<file path="src/rtl/pc_npc_sequencer.sv">
// pc_npc_sequencer
//   PC/nPC fetch sequencer implementing the SPARC delayed-branch model.
//   A taken branch is written into nPC so the delay slot at the old nPC
//   still issues. Adds annulled delay slots (squash flag or skip), trap
//   redirect with PC/nPC capture, and a stall hold.
//
// Ports
//   Clk            clock, all state updates on the rising edge
//   Clr            synchronous active-high reset
//   LE             advance enable (0 = stall)
//   Branch_Taken   redirect request for this advance
//   Branch_Target  redirect target address
//   Annul          delay slot of this advance is annulled
//   Trap           trap request (overrides LE, branch and annul)
//   Trap_Vector    trap handler address (not alignment-checked)
//   PC_Out         current fetch address
//   nPC_Out        next fetch address
//   Squash_Out     instruction at PC_Out is annulled (ANNUL_MODE=0 only)
//   Saved_PC       PC captured at the last trap
//   Saved_nPC      nPC captured at the last trap
//   Misaligned_Out one-cycle pulse, a misaligned branch target was dropped
module pc_npc_sequencer #(
  parameter int WIDTH       = 32,
  parameter int RESET_PC    = 0,
  parameter int INSTR_BYTES = 4,
  parameter int ANNUL_MODE  = 0
) (
  input  logic             Clk,
  input  logic             Clr,
  input  logic             LE,
  input  logic             Branch_Taken,
  input  logic [WIDTH-1:0] Branch_Target,
  input  logic             Annul,
  input  logic             Trap,
  input  logic [WIDTH-1:0] Trap_Vector,
  output logic [WIDTH-1:0] PC_Out,
  output logic [WIDTH-1:0] nPC_Out,
  output logic             Squash_Out,
  output logic [WIDTH-1:0] Saved_PC,
  output logic [WIDTH-1:0] Saved_nPC,
  output logic             Misaligned_Out
);

  localparam logic [WIDTH-1:0] IB        = WIDTH'(INSTR_BYTES);
  localparam logic [WIDTH-1:0] ALIGN_MSK = WIDTH'(INSTR_BYTES - 1);
  localparam logic [WIDTH-1:0] RST_PC    = WIDTH'(RESET_PC);
  localparam logic [WIDTH-1:0] RST_NPC   = RST_PC + IB;

  logic [WIDTH-1:0] pc_q, pc_d;
  logic [WIDTH-1:0] npc_q, npc_d;
  logic [WIDTH-1:0] spc_q, spc_d;
  logic [WIDTH-1:0] snpc_q, snpc_d;
  logic             squash_q, squash_d;
  logic             mis_q, mis_d;

  logic [WIDTH-1:0] seq;
  logic [WIDTH-1:0] tgt;
  logic             tgt_aligned;

  // IB is a power of two, so alignment reduces to a mask of the low bits.
  assign seq         = npc_q + IB;
  assign tgt_aligned = (Branch_Target & ALIGN_MSK) == '0;
  assign tgt         = (Branch_Taken && tgt_aligned) ? Branch_Target : seq;

  always_comb begin
    pc_d     = pc_q;
    npc_d    = npc_q;
    spc_d    = spc_q;
    snpc_d   = snpc_q;
    squash_d = squash_q;
    mis_d    = 1'b0;
    if (Trap) begin
      spc_d    = pc_q;
      snpc_d   = npc_q;
      pc_d     = Trap_Vector;
      npc_d    = Trap_Vector + IB;
      squash_d = 1'b0;
    end else if (LE) begin
      mis_d = Branch_Taken && !tgt_aligned;
      if (Annul && (ANNUL_MODE != 0)) begin
        // Skip mode: jump straight past the annulled delay slot.
        pc_d     = tgt;
        npc_d    = tgt + IB;
        squash_d = 1'b0;
      end else begin
        pc_d     = npc_q;
        npc_d    = tgt;
        squash_d = Annul;
      end
    end
  end

  always_ff @(posedge Clk) begin
    if (Clr) begin
      pc_q     <= RST_PC;
      npc_q    <= RST_NPC;
      spc_q    <= '0;
      snpc_q   <= '0;
      squash_q <= 1'b0;
      mis_q    <= 1'b0;
    end else begin
      pc_q     <= pc_d;
      npc_q    <= npc_d;
      spc_q    <= spc_d;
      snpc_q   <= snpc_d;
      squash_q <= squash_d;
      mis_q    <= mis_d;
    end
  end

  assign PC_Out         = pc_q;
  assign nPC_Out        = npc_q;
  assign Squash_Out     = squash_q;
  assign Saved_PC       = spc_q;
  assign Saved_nPC      = snpc_q;
  assign Misaligned_Out = mis_q;

endmodule

</file>
<file path="config.mk">
export PLATFORM = sky130hd
export DESIGN_NAME = pc_npc_sequencer
export DESIGN_NICKNAME = d
export VERILOG_FILES = /design/src/rtl/pc_npc_sequencer.sv
export SDC_FILE = /design/constraint.sdc
export NUM_CORES = 1
export LEC_CHECK = 0
export BUFFER_PORTS_ARGS = -buffer_cell sky130_fd_sc_hd__buf_2
export CAP_MARGIN = 20
export CORE_MARGIN = 3
export CORE_UTILIZATION = 56
export CTS_CLUSTER_SIZE = 8
export DETAILED_ROUTE_END_ITERATION = 12
export PLACE_DENSITY = 0.86
export SLEW_MARGIN = 10
export SYNTH_ARGS = -nofsm -noshare
export SYNTH_HDL_FRONTEND = slang
export SYNTH_SLANG_ARGS = --single-unit
</file>
<file path="constraint.sdc">
create_clock -name Clk -period 6.1 [get_ports Clk]
set_input_delay 0 -clock Clk [delete_from_list [all_inputs] [get_ports Clk]]
set_output_delay 0 -clock Clk [all_outputs]
set_load 0.05 [all_outputs]
</file>
==> key figures <==
Timing
  • Number of hold violations in the final report: 0
  • Total setup violations reported at the end of the flow: 0
  • Total Negative Setup Slacks: 0 ps
  • Final slew viol count: 0
  • Min cycle time layout: 2660 ps
  • Worst-margin pin slew: 1030 ps
  • Clock Skews: 8.58 ps
  • Final hold slack: 32.5 ps
  • Fmax: 376 MHz
  • RSZ-0062 raised after global routing: no
  • Max_slew headroom: 30.7%
  • Period Utilization, post-route: 43.6%

Yosys
  • Library cell with the largest summed area after synthesis: dfxtp_1
  • Post-synthesis register bit count: 130
  • Netlist area before placement: 6590 µm²
  • Top_reg_cell synth: dfxtp_1
  • Post-Synthesis Cells: 783
  • Top cells by area, synth: dfxtp_1, mux2i_1, nor2_1
  • Proportion of register bits with asynchronous set or reset after synthesis: 0%
  • Fraction of the yosys area taken by sequential cells: 39.5%
  • Number of enable-type register cells in the synthesized netlist: 0
  • Mean post-synth cell area: 8.42 µm²
  • Count of cell types in the netlist: 60
  • Synthesized netlist net count: 855
  • Yosys top cell area share: 39.5%
  • Yosys warnings: 0

Global routing
  • Vias in the first global route: 6590
  • Overall fraction of global-route tracks in use: 32.2%
  • Residual overflow from global routing: 0
  • Antenna violations before repair: 1
  • Maximum number of pins on one net before global-route repair: 97
  • Global-route wire length before repair: 33.8 mm

Placement
  • Final weighted congestion in routability-driven placement: 0.941
  • Input/output buffers: 199
  • Post-detailed-placement cell area: 7570 µm²
  • HPWL reported at the end of detailed placement: 13.4 mm
  • Cells after DPL: 1064

Clock tree
  • Setup Fix Bufs, Post-CTS: 0
  • Cell chosen for the clock root: clkbuf_16
  • Buffers from clock root to sink, at most: 2
  • Clock slew at the register clock pins of the worst setup and hold paths: 60 ps
  • H-tree Lvls: 4
  • CTS buffer count: 17
  • Clock latency on the worst-skew pair: 420 ps
  • Clock sink total: 130
  • Clock tree from TritonCTS: built

Layout
  • Synth-to-Final Area Change: 31.2%
  • Final Net Count: 1063
  • Most common cell after layout, fill and taps aside: buf_2
  • Most used cells in the layout excluding fill and tap cells: buf_2, nor2_1, dfxtp_1, mux2i_1, dlygate4sd3_1
  • Diodes inserted: 0
  • Fraction of final layout cells with drive strength greater than 1: 24.5%
  • Number of cells in the finished layout apart from fillers: 1144
  • Filler cell count: 749
  • Fin area: 8650 µm²

Floorplanning
  • Width of the die: 115 µm
  • Effective utilization at floorplan: 59.0%
  • Site row count: 38
  • DIE AREA: 13100 µm²
  • Io pins: 200
  • Standard cell core area: 11200 µm²
  • Die Y: 115 µm

Setup path
  • Data arrival time of the critical path: 2880 ps
  • Startpoint of the lowest-slack register-to-register path: nPC_Out[2]
  • Critical Setup Path Class: register to register
  • Crit path required time: 6320 ps
  • Highest-delay cell along the critical path: nor4_1
  • Startpoint type of the worst setup path: register
  • Start point of the critical path: nPC_Out[2]
  • Worst setup EP type: register
  • Critical path fanouts, max: 9
  • Ordered cell list for the critical path: ha_1 > nand3_1 > nor4_1 > a21boi_0 > nor3_1 > a2111oi_0
  • Max stage delay on crit path: 950 ps

Detailed routing
  • Via-to-Cell Ratio: 6.09
  • Wire length after detailed routing: 21.2 mm
  • Number of remaining DRC errors: 0
  • Routed WL per cell: 18.5 µm
  • Total via count after detailed routing: 6972
  • Post-route antenna net violation count: 0
  • DRC marker count from the first detailed-route iteration: 922
  • First drt pass iteration count: 5

Power
  • Peak VDD IR: 293 µV
  • Power Dens Cells: 286 nW/µm²
  • Reported leakage power: 3.99 nW

Flow run
  • Maximum Capacitance Violations: 0

Min path
  • Worst hold path class: primary input to register
  • Launch point of the worst hold path: Branch_Target[3]

Outcome
  • Outcome: completed
==> per-stage QoR <==
stage / worst slack, ps / utilization (%) / power (mW)
after floorplan: 3610 / - / 1.29
after global placement: 3610 / 67.7 / 1.41
after detailed placement: 3670 / 67.7 / 1.41
after CTS: 3570 / 77.3 / 2.47
after global routing: 3290 / 77.4 / 2.55
final: 3440 / 77.4 / 2.47
==> synthesized netlist by cell type, types with 4 or more instances <==
| master | n |
|---|---|
| nand2_1 | 38 |
| dfxtp_1 | 130 |
| or4_1 | 4 |
| nand2b_1 | 5 |
| o21a_1 | 6 |
| nor2_1 | 162 |
| xor2_1 | 19 |
| mux2i_1 | 96 |
| and2_1 | 4 |
| or3_1 | 4 |
| nor4_1 | 6 |
| a22o_1 | 4 |
| nand3_1 | 22 |
| xnor2_1 | 10 |
| clkbuf_1 | 38 |
| nand4_1 | 19 |
| buf_1 | 16 |
| a2111oi_0 | 5 |
| a221oi_1 | 8 |
| and4_1 | 9 |
| a21oi_1 | 42 |
| o21ai_0 | 19 |
| a31oi_1 | 4 |
| buf_2 | 6 |
| a211oi_1 | 22 |
| and3_1 | 10 |
| o31ai_1 | 4 |
| inv_1 | 5 |
| nor3_1 | 18 |
==> what timing repair did <==
item	CTS	global route
hold endpoints to repair	62	0
hold buffers	47	0
resized for setup	0	0
==> worst max-delay path: cells and delay by family, from the launching register on <==
family	cells	cell delay, ps
flops	1	470
compound gates	2	320
fa+ha+maj	1	250
simple gates	3	1420
==> final cells by class <==
cell class	instances	area, µm²	area share [%]
Multi-Input combinational cell	586	3740	43.2
Sequential cell	130	2600	30.1
Timing Repair Buffer	251	1520	17.6
Clock buffer	22	464	5.37
Tap cell	140	175	2.02
Clock inverter	10	133	1.53
Inverter	5	18.8	0.217
==> layer usage <==
layer	global-route usage [%]	wire length [µm]	share of wire, %	vias to the layer above
li1	-	-	-	3234
met1	42.3	8510	40	3207
met2	49.3	9570	45	465
met3	9.30	2440	12	64
met4	13.6	642	3.0	2
met5	0	13	0.061	-
==> sequential cells by signal, indices dropped and copies added, names as in the netlist <==
signal and cells:
PC_Out 32, Misaligned_Out 1, Saved_PC 32, Saved_nPC 32
Squash_Out 1, nPC_Out 32
==> worst paths after layout <==
kind	to	cells after the start	slack, ps
max	nPC_Out[18]	6	3440
min	nPC_Out[3]	5	30
max reg2reg	nPC_Out[18]	6	3440
min reg2reg	Saved_PC[25]	2	480
==> cells by family (layout without fill, tap and decap cells) <==
family	after synthesis	after routing	share of synthesized area, %
DFF	130	130	39.5
and+or+nand+nor	315	315	22.7
xor gates and xnor gates	29	29	3.85
buffers and inverters	67	288	3.97
AOI/OAI and AO/OA	142	142	14.8
adders and majority gates	2	2	0.379
muxes	98	98	14.9
==> power breakdown <==
group	switching, mW	internal, mW
sequential	0.0618	0.897
combinational	0.326	0.151
clock	0.374	0.662
total	0.761	1.71
Note: power is estimated with default switching activity, not from simulation.
